$ cat src/rtl/siganfu_fire_controller_if.sv
// Signal bundle between the fire controller and its radar / operator / gun environment.
//   slave  : the fire controller (consumes radar, operator and gun inputs, drives gun controls)
//   master : the environment (drives contact, engagement request and gun feedback)
// Radar/operator in : contact_valid, contact_hostile, track_quality[3:0], engage_req, burst_len[4:0]
// Gun feedback in   : gun_fire_trigger, gun_crit_alert
// Gun controls out  : target_locked, is_enemy, fire_command, firing_mode
// Status out        : ctrl_state[2:0], rounds_fired[7:0], magazines_left[3:0], engage_done,
//                     ammo_empty, abort
interface siganfu_fire_controller_if;
  logic       contact_valid;
  logic       contact_hostile;
  logic [3:0] track_quality;
  logic       engage_req;
  logic [4:0] burst_len;
  logic       gun_fire_trigger;
  logic       gun_crit_alert;
  logic       target_locked;
  logic       is_enemy;
  logic       fire_command;
  logic       firing_mode;
  logic [2:0] ctrl_state;
  logic [7:0] rounds_fired;
  logic [3:0] magazines_left;
  logic       engage_done;
  logic       ammo_empty;
  logic       abort;

  modport master (
    output contact_valid, contact_hostile, track_quality, engage_req, burst_len,
    output gun_fire_trigger, gun_crit_alert,
    input  target_locked, is_enemy, fire_command, firing_mode, ctrl_state, rounds_fired,
    input  magazines_left, engage_done, ammo_empty, abort
  );

  modport slave (
    input  contact_valid, contact_hostile, track_quality, engage_req, burst_len,
    input  gun_fire_trigger, gun_crit_alert,
    output target_locked, is_enemy, fire_command, firing_mode, ctrl_state, rounds_fired,
    output magazines_left, engage_done, ammo_empty, abort
  );
endinterface

$ cat src/rtl/siganfu_fire_controller.sv
// Upstream fire-control unit for the siganfu machine gun.
// Qualifies a radar track into target_locked / is_enemy, sequences single, burst and full-auto
// engagements through fire_command / firing_mode, counts rounds from the gun's fire_trigger,
// tracks magazine reserve and stands down on the gun's criticality alert.
// Ports:
//   sysclk : system clock, rising edge
//   reboot : synchronous active-high reset
//   bus    : siganfu_fire_controller_if.slave (radar, operator, gun feedback in; gun controls
//            and status out). All outputs are registered.
module siganfu_fire_controller #(
  parameter int unsigned LOCK_THRESH   = 8,
  parameter int unsigned LOCK_HOLD     = 3,
  parameter int unsigned MAG_SIZE      = 25,
  parameter int unsigned MAGAZINES     = 4,
  parameter int unsigned REACQ_TIMEOUT = 16
) (
  input logic                      sysclk,
  input logic                      reboot,
  siganfu_fire_controller_if.slave bus
);

  localparam int unsigned LockW  = $clog2(LOCK_HOLD + 1);
  localparam int unsigned TimerW = $clog2(REACQ_TIMEOUT + 1);
  localparam int unsigned MagW   = $clog2(MAG_SIZE + 1);

  typedef enum logic [2:0] {
    StIdle     = 3'd0,
    StEngage   = 3'd1,
    StReacq    = 3'd2,
    StComplete = 3'd3,
    StEmpty    = 3'd4,
    StAbort    = 3'd5
  } state_e;

  state_e            state_q, state_d;
  logic [LockW-1:0]  lock_cnt_q, lock_cnt_d;
  logic [TimerW-1:0] timer_q, timer_d;
  logic [MagW-1:0]   mag_rounds_q, mag_rounds_d;
  logic [4:0]        burst_target_q, burst_target_d;
  logic [7:0]        rounds_q, rounds_d;
  logic [3:0]        mags_q, mags_d;
  logic              empty_q, empty_d;
  logic              trig_q;
  logic              locked_q, enemy_q, fire_q, mode_q, done_q, abort_q;

  logic qualify, trig_edge, target_ok, burst_hit, start;

  // Lock qualification and trigger edge detection.
  always_comb begin
    qualify   = bus.contact_valid && (bus.track_quality >= 4'(LOCK_THRESH));
    trig_edge = bus.gun_fire_trigger && !trig_q;
    if (!qualify) begin
      lock_cnt_d = '0;
    end else if (lock_cnt_q == LockW'(LOCK_HOLD)) begin
      lock_cnt_d = lock_cnt_q;
    end else begin
      lock_cnt_d = lock_cnt_q + LockW'(1);
    end
  end

  // Engagement sequencing; decisions use the registered lock/enemy/ammo view.
  always_comb begin
    target_ok      = locked_q && enemy_q;
    burst_hit      = (burst_target_q != 5'd0) && (rounds_q == {3'b000, burst_target_q});
    state_d        = state_q;
    timer_d        = timer_q;
    burst_target_d = burst_target_q;
    start          = 1'b0;
    case (state_q)
      StIdle: begin
        if (bus.gun_crit_alert) begin
          state_d = StAbort;
        end else if (bus.engage_req && target_ok && !empty_q) begin
          state_d        = StEngage;
          burst_target_d = bus.burst_len;
          start          = 1'b1;
        end
      end
      StEngage: begin
        if (bus.gun_crit_alert) begin
          state_d = StAbort;
        end else if (empty_q) begin
          state_d = StEmpty;
        end else if (burst_hit || !bus.engage_req) begin
          state_d = StComplete;
        end else if (!target_ok) begin
          state_d = StReacq;
          timer_d = '0;
        end
      end
      StReacq: begin
        if (bus.gun_crit_alert) begin
          state_d = StAbort;
        end else if (empty_q) begin
          state_d = StEmpty;
        end else if (target_ok) begin
          state_d = StEngage;
        end else if ((timer_q == TimerW'(REACQ_TIMEOUT)) || !bus.engage_req) begin
          state_d = StComplete;
        end else begin
          timer_d = timer_q + TimerW'(1);
        end
      end
      StComplete: state_d = StIdle;
      StEmpty:    state_d = StEmpty;
      StAbort:    if (!bus.gun_crit_alert) state_d = StIdle;
      default:    state_d = StIdle;
    endcase
  end

  // Round accounting runs in every state so late trigger edges still drain the magazine.
  always_comb begin
    rounds_d     = rounds_q;
    mag_rounds_d = mag_rounds_q;
    mags_d       = mags_q;
    empty_d      = empty_q;
    if (trig_edge) begin
      if (rounds_q != 8'hff) rounds_d = rounds_q + 8'd1;
      if (!empty_q) begin
        if (mag_rounds_q == MagW'(MAG_SIZE - 1)) begin
          if (mags_q != 4'd0) begin
            mags_d       = mags_q - 4'd1;
            mag_rounds_d = '0;
          end else begin
            empty_d      = 1'b1;
            mag_rounds_d = MagW'(MAG_SIZE);
          end
        end else begin
          mag_rounds_d = mag_rounds_q + MagW'(1);
        end
      end
    end
    // A new engagement starts its round count from zero.
    if (start) rounds_d = 8'd0;
  end

  always_ff @(posedge sysclk) begin
    if (reboot) begin
      state_q        <= StIdle;
      lock_cnt_q     <= '0;
      timer_q        <= '0;
      mag_rounds_q   <= '0;
      burst_target_q <= 5'd0;
      rounds_q       <= 8'd0;
      mags_q         <= 4'(MAGAZINES);
      empty_q        <= 1'b0;
      trig_q         <= 1'b0;
      locked_q       <= 1'b0;
      enemy_q        <= 1'b0;
      fire_q         <= 1'b0;
      mode_q         <= 1'b0;
      done_q         <= 1'b0;
      abort_q        <= 1'b0;
    end else begin
      state_q        <= state_d;
      lock_cnt_q     <= lock_cnt_d;
      timer_q        <= timer_d;
      mag_rounds_q   <= mag_rounds_d;
      burst_target_q <= burst_target_d;
      rounds_q       <= rounds_d;
      mags_q         <= mags_d;
      empty_q        <= empty_d;
      trig_q         <= bus.gun_fire_trigger;
      locked_q       <= (lock_cnt_d == LockW'(LOCK_HOLD));
      enemy_q        <= bus.contact_valid && bus.contact_hostile;
      // Outputs follow the state being entered so they change with the state itself.
      fire_q         <= (state_d == StEngage);
      mode_q         <= (state_d == StEngage) && (burst_target_d != 5'd1);
      done_q         <= (state_d == StComplete);
      abort_q        <= (state_d == StAbort);
    end
  end

  assign bus.target_locked  = locked_q;
  assign bus.is_enemy       = enemy_q;
  assign bus.fire_command   = fire_q;
  assign bus.firing_mode    = mode_q;
  assign bus.ctrl_state     = state_q;
  assign bus.rounds_fired   = rounds_q;
  assign bus.magazines_left = mags_q;
  assign bus.engage_done    = done_q;
  assign bus.ammo_empty     = empty_q;
  assign bus.abort          = abort_q;

endmodule
$ cat src/flat_wrapper.sv
// flat-port wrapper written by rule: the top's interface ports become plain ports
module siganfu_fire_controller_flat 
#(
  parameter int unsigned LOCK_THRESH   = 8,
  parameter int unsigned LOCK_HOLD     = 3,
  parameter int unsigned MAG_SIZE      = 25,
  parameter int unsigned MAGAZINES     = 4,
  parameter int unsigned REACQ_TIMEOUT = 16
)
  (sysclk, reboot, bus_contact_valid, bus_contact_hostile, bus_track_quality, bus_engage_req, bus_burst_len, bus_gun_fire_trigger, bus_gun_crit_alert, bus_target_locked, bus_is_enemy, bus_fire_command, bus_firing_mode, bus_ctrl_state, bus_rounds_fired, bus_magazines_left, bus_engage_done, bus_ammo_empty, bus_abort);
  siganfu_fire_controller_if bus_i ();
  input logic sysclk;
  input logic reboot;
  input wire logic [$bits(bus_i.contact_valid)-1:0] bus_contact_valid;
  input wire logic [$bits(bus_i.contact_hostile)-1:0] bus_contact_hostile;
  input wire logic [$bits(bus_i.track_quality)-1:0] bus_track_quality;
  input wire logic [$bits(bus_i.engage_req)-1:0] bus_engage_req;
  input wire logic [$bits(bus_i.burst_len)-1:0] bus_burst_len;
  input wire logic [$bits(bus_i.gun_fire_trigger)-1:0] bus_gun_fire_trigger;
  input wire logic [$bits(bus_i.gun_crit_alert)-1:0] bus_gun_crit_alert;
  output wire logic [$bits(bus_i.target_locked)-1:0] bus_target_locked;
  output wire logic [$bits(bus_i.is_enemy)-1:0] bus_is_enemy;
  output wire logic [$bits(bus_i.fire_command)-1:0] bus_fire_command;
  output wire logic [$bits(bus_i.firing_mode)-1:0] bus_firing_mode;
  output wire logic [$bits(bus_i.ctrl_state)-1:0] bus_ctrl_state;
  output wire logic [$bits(bus_i.rounds_fired)-1:0] bus_rounds_fired;
  output wire logic [$bits(bus_i.magazines_left)-1:0] bus_magazines_left;
  output wire logic [$bits(bus_i.engage_done)-1:0] bus_engage_done;
  output wire logic [$bits(bus_i.ammo_empty)-1:0] bus_ammo_empty;
  output wire logic [$bits(bus_i.abort)-1:0] bus_abort;
  assign bus_i.contact_valid = bus_contact_valid;
  assign bus_i.contact_hostile = bus_contact_hostile;
  assign bus_i.track_quality = bus_track_quality;
  assign bus_i.engage_req = bus_engage_req;
  assign bus_i.burst_len = bus_burst_len;
  assign bus_i.gun_fire_trigger = bus_gun_fire_trigger;
  assign bus_i.gun_crit_alert = bus_gun_crit_alert;
  assign bus_target_locked = bus_i.target_locked;
  assign bus_is_enemy = bus_i.is_enemy;
  assign bus_fire_command = bus_i.fire_command;
  assign bus_firing_mode = bus_i.firing_mode;
  assign bus_ctrl_state = bus_i.ctrl_state;
  assign bus_rounds_fired = bus_i.rounds_fired;
  assign bus_magazines_left = bus_i.magazines_left;
  assign bus_engage_done = bus_i.engage_done;
  assign bus_ammo_empty = bus_i.ammo_empty;
  assign bus_abort = bus_i.abort;
  siganfu_fire_controller #(.LOCK_THRESH(LOCK_THRESH), .LOCK_HOLD(LOCK_HOLD), .MAG_SIZE(MAG_SIZE), .MAGAZINES(MAGAZINES), .REACQ_TIMEOUT(REACQ_TIMEOUT)) u_core (.sysclk(sysclk), .reboot(reboot), .bus(bus_i));
endmodule
$ cat config.mk
export PLATFORM = sky130hd
export DESIGN_NAME = siganfu_fire_controller_flat
export DESIGN_NICKNAME = d
export VERILOG_FILES = /design/src/rtl/siganfu_fire_controller_if.sv /design/src/rtl/siganfu_fire_controller.sv /design/src/flat_wrapper.sv
export SDC_FILE = /design/constraint.sdc
export NUM_CORES = 1
export LEC_CHECK = 0
export ABC_AREA = 1
export CORE_UTILIZATION = 45
export CTS_CLUSTER_DIAMETER = 50
export DETAILED_ROUTE_END_ITERATION = 8
export GPL_TIMING_DRIVEN = 0
export HOLD_SLACK_MARGIN = 0.06
export PLACE_DENSITY = 0.74
export REMOVE_ABC_BUFFERS = 1
export SYNTH_ARGS = -nofsm -noshare
export SYNTH_HDL_FRONTEND = slang
export SYNTH_SLANG_ARGS = --single-unit
$ cat constraint.sdc
create_clock -name sysclk -period 1.48 [get_ports sysclk]
set_clock_uncertainty 0.2 [all_clocks]
set_input_delay 0.148 -clock sysclk [delete_from_list [all_inputs] [get_ports sysclk]]
set_output_delay 0.148 -clock sysclk [all_outputs]
set_load 0.1 [all_outputs]
## After elaboration in Yosys (flattened, before gate mapping)

Cells that the tools add are included.

| word-level totals | value |
|---|---|
| output and inout bits | 22 |
| bits in registers | 40 |
| word-level logic and storage cells | 100 |
| input port bits | 16 |

| cells by class | value |
|---|---|
| bitwise operators | 1 |
| $lt $le $gt $ge | 1 |
| reduce and logical (&&, ||, !) cells | 22 |
| add/sub/neg operators | 5 |
| multiplexer cells | 34 |
| equal/unequal tests | 22 |

Operators by type and width:

| cell | count |
|---|---|
| 5-bit 2-to-1 mux | 13 |
| 3-bit 2-to-1 mux | 11 |
| 2-bit inequality test (second input constant) | 8 |
| 3-bit one-hot mux with 5 select lines | 1 |
| 5-bit by 1-bit adder with 5-bit output (second input constant) | 2 |
| 5-bit equality test (second input constant) | 2 |
| 5-bit one-hot mux with 2 select lines | 1 |
| 3-bit equality test (second input constant) | 3 |
| 9-bit AND reduction | 1 |
| 8-bit by 1-bit adder with 8-bit output (second input constant) | 1 |
| 8-bit by 5-bit equality test with 1-bit output | 1 |
| 1-bit logical AND | 8 |
| 8-bit inequality test (second input constant) | 1 |
| 3-bit by 1-bit equality test with 1-bit output (second input constant) | 2 |
| 3-bit by 2-bit equality test with 1-bit output (second input constant) | 2 |
| 1-bit 2-to-1 mux | 6 |
| 5-bit by 1-bit inequality test with 1-bit output (second input constant) | 1 |
| 5-bit nonzero test | 1 |
| 2-bit equality test (second input constant) | 2 |
| 4-bit greater-or-equal comparator (second input constant) | 1 |
| 2-bit 2-to-1 mux | 2 |
| 2-bit AND reduction | 2 |
| 4-bit AND reduction | 1 |
| 4-bit nonzero test | 1 |
| 8 further kinds | 11 |

## Longest topological paths before layout

| logic depth | value |
|---|---|
| word-level depth | 9 |
| depth in mapped cells | 13 |
| mapped depth without buffers | 13 |

## Worst setup path before layout

Ideal clock, no wire load.

| timing path | value |
|---|---|
| kind | register to register |
| start point | register u_core.rounds_q[0], in the netlist u_core.bus.rounds_fired[0] |
| end point | register u_core.rounds_q[5], in the netlist u_core.bus.rounds_fired[5] |
| required time | 1163 ps |
| path slack | -970 ps |
| library setup time | 117 ps |
| arrival time | 2132 ps |
| stages on the path, launching flop included | 10 |
| period minus slack after synthesis | 2450 ps |
| buffers on the path | 0 |
| cells stage by stage | dfxtp_1 -> ha_1 -> nand3_1 -> nor2_1 -> a31oi_2 -> inv_2 -> nor2_4 -> nand2_1 -> xor2_1 -> nor2_1 |

| on the way | value |
|---|---|
| longest elaborated chain between the ends | 2 |
| elaborated cells on any way between the ends | 3 |
| classes of those cells | add/sub: 1; eq/ne: 1; reduce/logical: 1 |

Ends and longest elaborated chain:

| element | RTL line | RTL |
|---|---|---|
| start: declaration | siganfu_fire_controller.sv:40 | `logic [7:0] rounds_q, rounds_d;` |
| start signal: assignment | siganfu_fire_controller.sv:160 | `rounds_q <= rounds_d;` |
| branches (longest 2 deep; another with 8-bit by 1-bit adder with 8-bit output) | - |  |

Several ways; the timed one is not identified.
A chain may end at the register's enable or synchronous reset.

## Worst setup path in the final report

| timing path | value |
|---|---|
| start point | register u_core.rounds_q[1], in the netlist u_core.bus.rounds_fired[1] |
| end point | register u_core.rounds_q[7], in the netlist u_core.bus.rounds_fired[7] |

Same word-level chain as after synthesis.

==> summary.txt <==
Critical Path Sink Type: register
CTS buffer count: 5
Fin crit period: 1710 ps
Largest net degree at the start of global routing: 20
Worst path required time: 1470 ps
Pre-CTS setup slack: -891 ps
Sequential area share after synthesis: 39.2%
Crit-path max FO: 6
Vias in the first global route: 1,933
Max cap viols: 0
Worst skew pair latency: 300 ps
Power Total: 2.59 mW
First-pass GRT wire length: 8630 µm
Worst slew pin tran: 510 ps
Avg Cell Area, Syn: 7.19 µm²
Avg WL per Cell: 14.0 µm
Hold Slack: 197 ps
Slew Limit Fails: 0
RSZ-0062 raised after global routing: true
Critical path arrival: 1700 ps
Clk root buf: clkbuf_8
Status: complete, but fails checks
Final setup violation count: 29
Leading post-synthesis cells by cell area: dfxtp_1, nand2_1, inv_1, nor2_1, a21oi_1
Antenna violations before repair: 0
Filler cell count: 334
Seq cells post-synth: 40
Fraction of layout cells with a size suffix above 1: 45.2%
Failing checks: setup timing
Worst path cell trace: ha_4, nand3_4, nor2_4, a31oi_4, inv_4, nor2_4, nand4_1, o21ai_1, nor2_1
Yosys top cell area share: 39.2%
TritonRoute pass-1 iters: 4
Hpwl dp: 3120 µm
Netlist cell types: 33
Leakage: 1.33 nW
Fin cells: 406
Slowest cell on the critical path: dfxtp_4
Antenna-violating nets left: 0
Core region area: 0.00435 mm²
Bufs on Longest Clock Path: 2
Pwr/cell area: 849 mW/mm²
Slew headroom: 66.0%
Htree depth: 2
CTS tree: built
Total number of vias: 2,146
Gr ovfl total: 0
Most common cell on crit path: nor2_4
CP Class: register to register
Initial core utilization: 46.9%
Yosys top cell by area: dfxtp_1
Final Cycle Share: 116%
Die area: 0.00481 mm²
WL final: 5670 µm
DRC: 0
Core Util, Final: 70.0%
Fin nets: 375
CP Launch Type: register
Placed Instances: 367
Tot GR Track Use: 22.5%
Port bufs: 34
Via-per-instance ratio: 5.29
Mapped cell area: 0.00204 mm²
Fin. Hold Viols: 0
Min-Delay Path Class: primary input to register
Clock Pin Slew Worst Setup and Hold Paths: 80 ps
# clock sinks: 40
Area Overhead vs Synth: 49.2%
Die height: 69.4 µm
VDD IR-drop max: 0.648 mV
Synthesized instance count: 284
Num rows: 24
IO Pins: 38
Antenna diodes: 0
Die W: 69.4 µm
Crit-path max cell delay: 370 ps
Gpl congestion: 0.889
Yosys warns: 0
Max Freq: 0.584 GHz
Final worst slack: -232 ps
1st-iter DRT viols: 100
state kept, by name (all words and copies together), names as in the netlist:
| signal | count |
|---|---|
| u_core.bus.is_enemy | 1 |
| u_core.burst_target_q | 5 |
| u_core.timer_q | 5 |
| u_core.bus.magazines_left | 4 |
| u_core.bus.target_locked | 1 |
| u_core.bus.abort | 1 |
| u_core.bus.fire_command | 1 |
| u_core.bus.ammo_empty | 1 |
| u_core.bus.rounds_fired | 8 |
| u_core.trig_q | 1 |
| u_core.mag_rounds_q | 5 |
| u_core.bus.engage_done | 1 |
| u_core.lock_cnt_q | 2 |
| u_core.bus.firing_mode | 1 |
| u_core.bus.ctrl_state | 3 |
cells by family after synthesis:
family,after synthesis,synth area share [%]
fa+ha+maj,6,3.67
xor+xnor,5,2.14
flops,40,39.2
mux,1,0.490
simple gates,130,30.5
compound gates,49,13.9
buf+inv,53,10.1
layout by cell type, fill, tap and decap left out, types with 3 or more instances in the layout:
cell type | Yosys | routed
inv_4 | 0 | 4
nand2_4 | 0 | 4
inv_1 | 44 | 29
buf_4 | 0 | 32
clkdlybuf4s50_1 | 0 | 10
nor2_4 | 5 | 10
nand2_1 | 47 | 37
o21ai_1 | 2 | 7
nand3_4 | 0 | 3
inv_2 | 6 | 16
clkbuf_4 | 0 | 3
o21ai_2 | 0 | 6
nand3_2 | 4 | 7
buf_2 | 0 | 9
nor2_1 | 37 | 28
nand3_1 | 14 | 8
nor2_2 | 2 | 6
nand4_1 | 7 | 7
xor2_1 | 4 | 4
dfxtp_4 | 0 | 5
nand2_2 | 4 | 10
nor3_1 | 6 | 3
buf_6 | 1 | 6
clkbuf_8 | 0 | 5
dfxtp_1 | 40 | 24
o21ai_0 | 19 | 8
a21oi_1 | 20 | 18
dfxtp_2 | 0 | 11
where the power goes:
group,switching (mW),internal (mW)
registers,0.0285,1.11
clock network,0.404,0.501
logic,0.366,0.183
total,0.798,1.79
layer usage:
metal | track usage (%) | wire length (µm)
met2 | 38.1 | 2960
met1 | 27.0 | 2390
met4 | 9.52 | 86
met3 | 5.67 | 232
met5 | 0 | 0
path summary, 6_finish.rpt:
| kind | start | endpoint | depth (start not counted) | slack, ps |
|---|---|---|---|---|
| worst min-delay path | bus_contact_hostile | u_core.bus.is_enemy | 3 | 200 |
| worst min register to register | u_core.lock_cnt_q[0] | u_core.lock_cnt_q[0] | 1 | 240 |
| worst max register to register | u_core.bus.rounds_fired[1] | u_core.bus.rounds_fired[7] | 9 | -230 |
| worst max-delay path | u_core.bus.rounds_fired[1] | u_core.bus.rounds_fired[7] | 9 | -230 |
timing repair:
item	CTS	global route
hold buffers	1	0
buffers inserted	24	9
gates resized for setup	197	52
endpoints found under the setup margin	56	40
pin swaps	25	25
endpoints found under the hold margin	1	0
worst max-delay path: cells and delay by family (launching register included):
kind	cells	cell delay (ps)
AO/OA/AOI/OAI	2	330
flip-flops	1	370
buffers and inverters	1	90
adder cells (fa/ha/maj)	1	170
AND/OR/NAND/NOR	5	430
cells in the mapped netlist (all sizes together):
master,n
buf,1
xor2,4
nor4,1
xnor2,1
nor3,7
or2,1
dfxtp,40
mux2i,1
o21ai,22
o211ai,1
nand2,51
a21oi,21
inv,50
o21a,1
nand4,7
nor2,44
nand3,18
a221oi,1
a31oi,1
ha,6
nor3b,1
a2bb2oi,1
clkbuf,2
a41oi,1
final cells by class:
cell class / instances / area (µm²) / area share (%)
Clock buffer: 6 / 72.6 / 2.38
Clock inverter: 2 / 35.0 / 1.15
Inverter: 50 / 201 / 6.61
Multi-Input combinational cell: 191 / 1300 / 42.7
Sequential cell: 40 / 833 / 27.3
Tap cell: 52 / 65.1 / 2.13
Timing Repair Buffer: 65 / 541 / 17.7
through the flow:
step                      TNS [ps]  cell area, µm²
final                        -3740            3050
after detailed placement    -26310            2430
after CTS                    -2840            2840
after floorplan             -24520            2020
after global routing         -6370            3050
after global placement      -26090            2430
No activity file was read; power rests on OpenSTA's default activity.
